[config.mk]
export PLATFORM = sky130hd
export DESIGN_NAME = rename_stage
export DESIGN_NICKNAME = d
export VERILOG_FILES = /design/src/rtl/rename_stage.sv
export SDC_FILE = /design/constraint.sdc
export NUM_CORES = 2
export LEC_CHECK = 0
export BUFFER_PORTS_ARGS = -buffer_cell sky130_fd_sc_hd__buf_2
export CAP_MARGIN = 10
export CORE_MARGIN = 5
export CORE_UTILIZATION = 30
export CTS_CLUSTER_SIZE = 40
export DETAILED_ROUTE_END_ITERATION = 10
export HOLD_SLACK_MARGIN = 0.08
export PLACE_DENSITY = 0.47
export SYNTH_ARGS = -nofsm -noshare
export SYNTH_HDL_FRONTEND = slang
export SYNTH_SLANG_ARGS = --single-unit
[constraint.sdc]
create_clock -name clk_i -period 3.55 [get_ports clk_i]
set_clock_uncertainty 0.2 [all_clocks]
set_input_delay 1.065 -clock clk_i [delete_from_list [all_inputs] [get_ports clk_i]]
set_output_delay 1.065 -clock clk_i [all_outputs]
set_load 0.05 [all_outputs]
[src/rtl/rename_stage.sv]
// Register rename stage: speculative/architectural RATs, one circular free list,
// WIDTH-wide in-order renaming with intra-group bypass and single-cycle flush.
module rename_stage #(
  parameter int WIDTH     = 2,
  parameter int NUM_AREGS = 32,
  parameter int NUM_PREGS = 64,
  localparam int AW = $clog2(NUM_AREGS),
  localparam int PW = $clog2(NUM_PREGS)
) (
  input  logic                          clk_i,
  input  logic                          rst_ni,
  input  logic [WIDTH-1:0]              dec_valid_i,
  input  logic [WIDTH-1:0]              dec_has_dst_i,
  input  logic [WIDTH-1:0][AW-1:0]      dec_src1_i,
  input  logic [WIDTH-1:0][AW-1:0]      dec_src2_i,
  input  logic [WIDTH-1:0][AW-1:0]      dec_dst_i,
  output logic                          dec_ready_o,
  output logic [WIDTH-1:0]              disp_valid_o,
  output logic [WIDTH-1:0][PW-1:0]      disp_src1_o,
  output logic [WIDTH-1:0][PW-1:0]      disp_src2_o,
  output logic [WIDTH-1:0][PW-1:0]      disp_dst_o,
  output logic [WIDTH-1:0][PW-1:0]      disp_old_o,
  input  logic                          disp_ready_i,
  input  logic [WIDTH-1:0]              free_valid_i,
  input  logic [WIDTH-1:0][PW-1:0]      free_preg_i,
  input  logic [WIDTH-1:0]              cmt_valid_i,
  input  logic [WIDTH-1:0]              cmt_has_dst_i,
  input  logic [WIDTH-1:0][AW-1:0]      cmt_areg_i,
  input  logic [WIDTH-1:0][PW-1:0]      cmt_preg_i,
  input  logic                          flush_i
);

  typedef logic [PW:0] ptr_t;

  logic [PW-1:0] spec_rat_q [NUM_AREGS];
  logic [PW-1:0] spec_rat_d [NUM_AREGS];
  logic [PW-1:0] arch_rat_q [NUM_AREGS];
  logic [PW-1:0] arch_rat_d [NUM_AREGS];
  logic [PW-1:0] fl_q       [NUM_PREGS];

  ptr_t rd_ptr_q, rd_ptr_d, wr_ptr_q, wr_ptr_d, cmt_ptr_q, cmt_ptr_d;
  ptr_t free_cnt, alloc_cnt;

  logic [WIDTH-1:0]         alloc;
  logic [WIDTH-1:0][PW-1:0] new_preg, src1_d, src2_d, dst_d, old_d, free_idx;
  logic                     accept;

  logic [WIDTH-1:0]         disp_valid_q;
  logic [WIDTH-1:0][PW-1:0] disp_src1_q, disp_src2_q, disp_dst_q, disp_old_q;

  assign free_cnt    = wr_ptr_q - rd_ptr_q;
  assign dec_ready_o = rst_ni & ~flush_i & (free_cnt >= ptr_t'(WIDTH))
                     & (~|disp_valid_q | disp_ready_i);
  assign accept      = dec_ready_o & (|dec_valid_i);

  // Rename: each lane sees the youngest older lane's new mapping before the RAT.
  always_comb begin
    ptr_t off;
    off = '0;
    for (int k = 0; k < WIDTH; k++) begin
      alloc[k]    = dec_valid_i[k] & dec_has_dst_i[k] & (dec_dst_i[k] != '0);
      new_preg[k] = fl_q[rd_ptr_q[PW-1:0] + off[PW-1:0]];
      src1_d[k]   = spec_rat_q[dec_src1_i[k]];
      src2_d[k]   = spec_rat_q[dec_src2_i[k]];
      old_d[k]    = spec_rat_q[dec_dst_i[k]];
      for (int j = 0; j < k; j++) begin
        if (alloc[j] && dec_dst_i[j] == dec_src1_i[k]) src1_d[k] = new_preg[j];
        if (alloc[j] && dec_dst_i[j] == dec_src2_i[k]) src2_d[k] = new_preg[j];
        if (alloc[j] && dec_dst_i[j] == dec_dst_i[k])  old_d[k]  = new_preg[j];
      end
      if (dec_src1_i[k] == '0) src1_d[k] = '0;
      if (dec_src2_i[k] == '0) src2_d[k] = '0;
      dst_d[k] = alloc[k] ? new_preg[k] : '0;
      if (!alloc[k]) old_d[k] = '0;
      off = off + ptr_t'(alloc[k]);
    end
    alloc_cnt = off;
  end

  // Frees, commits and next-state RATs/pointers.
  always_comb begin
    ptr_t fo, co;
    fo = '0;
    co = '0;
    arch_rat_d = arch_rat_q;
    for (int k = 0; k < WIDTH; k++) begin
      free_idx[k] = wr_ptr_q[PW-1:0] + fo[PW-1:0];
      fo = fo + ptr_t'(free_valid_i[k]);
      if (cmt_valid_i[k] && cmt_has_dst_i[k] && cmt_areg_i[k] != '0) begin
        arch_rat_d[cmt_areg_i[k]] = cmt_preg_i[k];
        co = co + ptr_t'(1);
      end
    end
    wr_ptr_d  = wr_ptr_q + fo;
    cmt_ptr_d = cmt_ptr_q + co;
    spec_rat_d = spec_rat_q;
    if (flush_i) spec_rat_d = arch_rat_d;
    else if (accept) begin
      for (int k = 0; k < WIDTH; k++)
        if (alloc[k]) spec_rat_d[dec_dst_i[k]] = new_preg[k];
    end
    if (flush_i)     rd_ptr_d = cmt_ptr_d;
    else if (accept) rd_ptr_d = rd_ptr_q + alloc_cnt;
    else             rd_ptr_d = rd_ptr_q;
  end

  always_ff @(posedge clk_i or negedge rst_ni) begin
    if (!rst_ni) begin
      for (int a = 0; a < NUM_AREGS; a++) begin
        spec_rat_q[a] <= PW'(a);
        arch_rat_q[a] <= PW'(a);
      end
      for (int i = 0; i < NUM_PREGS; i++)
        fl_q[i] <= (i < NUM_PREGS - NUM_AREGS) ? PW'(NUM_AREGS + i) : '0;
      rd_ptr_q     <= '0;
      cmt_ptr_q    <= '0;
      wr_ptr_q     <= ptr_t'(NUM_PREGS - NUM_AREGS);
      disp_valid_q <= '0;
      disp_src1_q  <= '0;
      disp_src2_q  <= '0;
      disp_dst_q   <= '0;
      disp_old_q   <= '0;
    end else begin
      spec_rat_q <= spec_rat_d;
      arch_rat_q <= arch_rat_d;
      rd_ptr_q   <= rd_ptr_d;
      wr_ptr_q   <= wr_ptr_d;
      cmt_ptr_q  <= cmt_ptr_d;
      for (int k = 0; k < WIDTH; k++)
        if (free_valid_i[k]) fl_q[free_idx[k]] <= free_preg_i[k];
      if (flush_i) disp_valid_q <= '0;
      else if (accept) begin
        disp_valid_q <= dec_valid_i;
        disp_src1_q  <= src1_d;
        disp_src2_q  <= src2_d;
        disp_dst_q   <= dst_d;
        disp_old_q   <= old_d;
      end else if (disp_ready_i) disp_valid_q <= '0;
    end
  end

  assign disp_valid_o = disp_valid_q;
  assign disp_src1_o  = disp_src1_q;
  assign disp_src2_o  = disp_src2_q;
  assign disp_dst_o   = disp_dst_q;
  assign disp_old_o   = disp_old_q;

endmodule

Word-level counts from Yosys, hierarchy flattened
Index checks and enable logic that the tools add are counted.
{ "word_totals": {"regBits": 839, "out_inout_bits": 51, "word_cells": 290} }
{ "op_classes": {"n_addsub": 9, "magnitude_cmp": 19, "eq_ne": 3, "muxes": 70, "n_bitwise": 22, "reduce_logical": 27} }
{ "op_table": {"columns": ["operator", "n"], "rows": [
  ["2-to-1 mux 192 bit", 8],
  ["bitwise mux 192 bit", 4],
  ["bitwise mux 384 bit", 2],
  ["2-to-1 mux 384 bit", 2],
  ["2-to-1 mux 6 bit", 33],
  ["binary-select mux 6 bit (select 5 bit)", 6],
  ["demux 6 bit (select 5 bit)", 4],
  ["binary-select mux 6 bit (select 6 bit)", 2],
  ["demux 6 bit (select 6 bit)", 2],
  ["greater-or-equal comparator 6 bit, second input constant", 8],
  ["inverter 5 -> 6 bit", 8],
  ["greater-or-equal comparator 7 bit, second input constant", 4],
  ["inverter 6 -> 7 bit", 4],
  ["less-than comparator 6 x 1 -> 1 bit, second input constant", 4],
  ["2-to-1 mux 7 bit", 3],
  ["zero test 5 bit", 4],
  ["nonzero test 5 bit", 4],
  ["equality test 5 bit", 3],
  ["adder 7 x 2 -> 7 bit", 2],
  ["less-than comparator 7 x 1 -> 1 bit, second input constant", 2],
  ["logical AND 1 bit", 13],
  ["adder 6 x 1 -> 6 bit", 2],
  ["bitwise AND 1 bit", 8],
  ["adder 7 x 1 -> 7 bit, second input constant", 1],
  ["other kinds (13)", 17]
]} }

Longest topological paths before layout
{ "depth": {"depth_word": 13, "depth_mapped": 18, "mapped_depth_nobuf": 12} }

Least setup slack after synthesis
OpenSTA, ideal clock, no wires.
{ "synth_path": {"path_kind": "input to register", "start": "input port dec_dst_i[4] (netlist name)", "end": "register spec_rat_q[139] (netlist name)", "setup_ps": 124, "arrival_time_ps": 4219, "path_slack_ps": -993, "path_stages": 18, "cell_sequence": "buf_2 -> or2_2 -> clkbuf_1 -> nor3_1 -> nor2_1 -> ha_1 -> ha_1 -> buf_2 -> xor2_1 -> buf_2 -> buf_2 -> nand3_1 -> nand4_1 -> a22oi_1 -> nand4_2 -> buf_6 -> nor3_1 -> a211o_1"} }
{ "synth_between": {"elab_chain_len": 13, "elab_cells_between_ends": 21, "classes_between": "add/sub: 1; order compare: 2; mux: 13; bitwise: 3; reduce/logical: 2"} }
{ "synth_rtl": {"columns": ["element", "line_no", "rtl"], "rows": [
  ["start, declared", "16", "input logic [WIDTH-1:0][AW-1:0] dec_dst_i,"],
  ["branches (longest 10 deep; another with adder 6 x 1 -> 6 bit)", null, null],
  ["2-to-1 mux 192 bit *", "100", "if (alloc[k]) spec_rat_d[dec_dst_i[k]] = new_preg[k];"],
  ["2-to-1 mux 192 bit *", "98", "else if (accept) begin"],
  ["2-to-1 mux 192 bit *", "97", "if (flush_i) spec_rat_d = arch_rat_d;"],
  ["end signal, assigned by index", "110", "spec_rat_q[a] <= PW'(a);"],
  ["end signal, assigned", "124", "spec_rat_q <= spec_rat_d;"],
  ["end, declared", "35", "logic [PW-1:0] spec_rat_q [NUM_AREGS];"]
]} }
Every way passes the cells marked *. The select of a mux whose other input is x is not followed.
A chain may end at the register's enable or synchronous reset.

Worst setup path in the final report
{ "layout_path": {"start": "input port dec_dst_i[2] (netlist name)", "end": "register spec_rat_q[174] (netlist name)"} }
Same word-level chain as after synthesis.

==> flow_summary.toml <==
[logic_synthesis]
syn_nets = 6066
synth_edf_count = 0
avgSynthCellArea_um2 = 10.00
synth_seq_cells = 839
synth_warnings = 0
netlist-cell-type-count = 78
postSynthCellCount = 5969
seq_area_frac_synth = 0.3574
synthArstFlopShare = 1.000
synth_area_um2 = 59700
yosys_most_used_dff = "dfrtp_1"

[cts]
cts_buffers = 103
clk_pin_slew_ns = 0.06
clock-sinks = 839
clock_path_buffers = 3
cts_tree = "built"
h-tree-depth = 3
root_buffer = "clkbuf_16"
clk_latency_ns = 0.78
hold_buffers = 0

[drt]
routed_wl_um = 283500
vias = 54840
drt_iter0_drc = 6393
firstDrtPassIters = 6
remaining_drc_errors = 0
viasPerCell = 5.965
ant_nets = 0
routedWlPerCell_um = 30.83

[sta]
hold_viol = 0
finalSetupViolations = 196
rsz0062_at_grt = "true"
period_share = 1.219
setup_tns_ns = -115.82
fin_ws_ns = -0.7767
fin_crit_ns = 4.327
worst_slew_pin_slew_ns = 1.473
slew_headroom = 0.01016
fmax_mhz = 231.1
drv_slew = 0

[pwr]
p_per_area_nw_per_um2 = 929.7
p_leak_nw = 31.68
ir_drop_v = 0.0009657

[placement]
port_buffers = 128
dp_hpwl_um = 203100
gp_congestion = 1.041
postPlaceCellArea_um2 = 68910
dp_slack_ns = -1.581

[critical_path]
endpoint_kind = "flop"
reg2reg_to = "spec_rat_q[174]"
max_stage_delay_ns = 0.40
start_kind = "input port"
worst-setup-path-type = "input port to flop"
crit_path_cell_trace = "buf_6, or2_4, nor3_4, nor2_4, ha_4, ha_4, buf_12, buf_16, buf_16, mux2i_4, nand3_1, nand4_1, a22oi_2, nand4_4, buf_6, clkbuf_16, buf_12, a221oi_2"
ff2ff_path_depth = 15
cp_max_fo = 8
ff2ff_setup_slack_ns = -0.25
arrival_ns = 4.78
cp_data_required_time_ns = 4.00
rr_startpoint = "rd_ptr_q[0]"
slowest_stage = "nor3_4"

[worst_hold_path]
min_path_type = "flop to flop"
hold_path_depth = 0
hold_end = "arch_rat_q[191]"
hp-start = "arch_rat_q[191]"

[die]
top_level_ports = 129
die_w_um = 456.1
rows = 163
die_h_um = 456.1
initial_utilization = 0.3021
core_um2 = 197600
die_area_um2 = 208000

[cells_and_area]
drive_gt1_frac = 0.3106
finalNetCount = 6558
area_delta_synth_final_pct = 24.32
fillers = 19530
design_area_um2 = 74220

[grt]
grt_usage = 0.2580
grt_overflow_total = 0
grt_pass1_vias = 52190
antenna_found_initial = 11
grt_pass1_wl_um = 398100
grt_max_degree = 155

[job]
drv_cap = 1

[outcome]
violations = "max-capacitance violations, negative setup slack"
status = "finished with violations"
logic make-up after synthesis:
group / after synthesis / synth area share
xor gates and xnor gates: 38 / 0.005575
buffers and inverters: 624 / 0.04688
DFF: 839 / 0.3574
AOI/OAI and AO/OA: 1292 / 0.1391
muxes: 1318 / 0.3104
adders and majority gates: 19 / 0.004485
and+or+nand+nor: 1839 / 0.1361
critical path, delay by kind of cell:
kind	cells	cell delay, ns
AO/OA/AOI/OAI	2	0.60
adder cells (fa/ha/maj)	2	0.46
buffers and inverters	7	1.05
multiplexers	1	0.19
AND/OR/NAND/NOR	6	1.33
per-stage QoR:
step,util,total power [mW],cells,hold WS (ns)
6_report,0.3756,69.00,9194,0.1702
5_1_grt,0.3755,71.00,9191,0.1808
4_1_cts,0.3703,64.36,9153,0.1741
3_5_place_dp,0.3487,50.32,8924,0.1623
3_3_place_gp,0.3487,50.02,8924,0.1602
2_1_floorplan,-,35.08,5969,0.2237
synth_stat cells, types with 20 or more instances:
master | count | area share
buf_2 | 111 | 0.0093
inv_1 | 33 | 0.0021
nand4_1 | 64 | 0.0067
mux2i_1 | 869 | 0.15
nand2_1 | 740 | 0.047
a211oi_1 | 80 | 0.010
clkbuf_1 | 373 | 0.023
nor3_1 | 94 | 0.0079
xnor2_1 | 20 | 0.0029
a22oi_1 | 153 | 0.019
a31oi_1 | 92 | 0.0096
mux2_2 | 24 | 0.0045
a22o_1 | 119 | 0.017
nand3_1 | 256 | 0.021
buf_6 | 29 | 0.0055
dfrtp_1 | 566 | 0.24
dfstp_2 | 273 | 0.12
nand2b_1 | 25 | 0.0026
a21oi_1 | 276 | 0.023
a211o_1 | 20 | 0.0029
a221oi_1 | 68 | 0.010
o21ai_0 | 388 | 0.033
mux4_2 | 424 | 0.16
nor2_1 | 477 | 0.030
nor2b_1 | 89 | 0.0093
buf_1 | 59 | 0.0037
placed cells by master (no fill, tap or decap), types with 13 or more instances in the layout:
master / Yosys / final
mux4_2: 424 / 424
nand3_1: 256 / 255
buf_4: 12 / 661
a21oi_1: 276 / 273
buf_6: 29 / 32
a211oi_1: 80 / 80
nor3_1: 94 / 74
nand4_1: 64 / 64
o21ai_0: 388 / 382
a22o_1: 119 / 119
nor2b_1: 89 / 89
nand2b_1: 25 / 24
dfrtp_1: 566 / 563
clkinv_2: 0 / 13
inv_1: 33 / 33
buf_2: 111 / 118
buf_12: 2 / 132
xnor2_1: 20 / 19
dfstp_2: 273 / 273
mux2i_1: 869 / 858
nor3_2: 1 / 13
clkbuf_16: 0 / 115
and3_1: 15 / 15
o31ai_1: 15 / 15
a22oi_1: 153 / 136
clkbuf_8: 0 / 23
buf_16: 0 / 13
a31oi_1: 92 / 92
a221oi_2: 6 / 59
a22oi_2: 0 / 17
a211o_1: 20 / 20
nand2_1: 740 / 740
mux2_2: 24 / 24
xor2_1: 18 / 17
clkbuf_1: 373 / 33
nor2_1: 477 / 475
where the power goes:
part | internal, mW | switching (mW)
registers | 13.6 | 4.12
logic | 17.7 | 22.3
clock network | 6.58 | 4.70
total | 37.9 | 31.1
worst max-delay path by stage:
stage	to	start	cells after the start	slack (ns)
4_1_cts	spec_rat_q[59]	dec_dst_i[1]	19	-0.62
5_1_grt	spec_rat_q[59]	dec_dst_i[2]	20	-0.74
3_3_place_gp	spec_rat_q[72]	dec_dst_i[1]	17	-1.53
2_1_floorplan	spec_rat_q[167]	dec_dst_i[4]	18	-0.58
6_report	spec_rat_q[174]	dec_dst_i[2]	18	-0.78
3_5_place_dp	spec_rat_q[35]	dec_dst_i[1]	17	-1.58
repair_timing:
item / CTS / global route
gates resized for setup: 62 / 96
gates cloned: 7 / 12
pin swaps: 38 / 75
endpoints found under the setup margin: 195 / 196
buffers inserted: 28 / 34
sequential cells by signal (all words and copies together) (netlist names):
register and cells:
fl_q 384, arch_rat_q 192, spec_rat_q 192, disp_dst_o 12, disp_old_o 12, disp_src1_o 12
disp_src2_o 12, cmt_ptr_q 7, rd_ptr_q 7, wr_ptr_q 7, disp_valid_o 2
routing by layer:
layer,share of wire,vias to the layer above,GRT usage
li1,-,23360,-
met4,0.057,2,0.1234
met3,0.088,603,0.04402
met5,0.000035,-,0
met2,0.45,2960,0.4020
met1,0.40,27910,0.3490
area by class of cell:
type | count | area (µm²) | share of cell area
diodes | 3 | 7.507 | 0.0001011
clock buffers | 159 | 3018 | 0.04066
clock inverters | 36 | 510.5 | 0.006878
multi-input cells | 4506 | 36560 | 0.4926
inverters | 36 | 135.1 | 0.001821
well taps | 2640 | 3303 | 0.04451
repair buffers | 975 | 9336 | 0.1258
flip-flops and latches | 839 | 21350 | 0.2876
(Power assumes the default switching activity.)
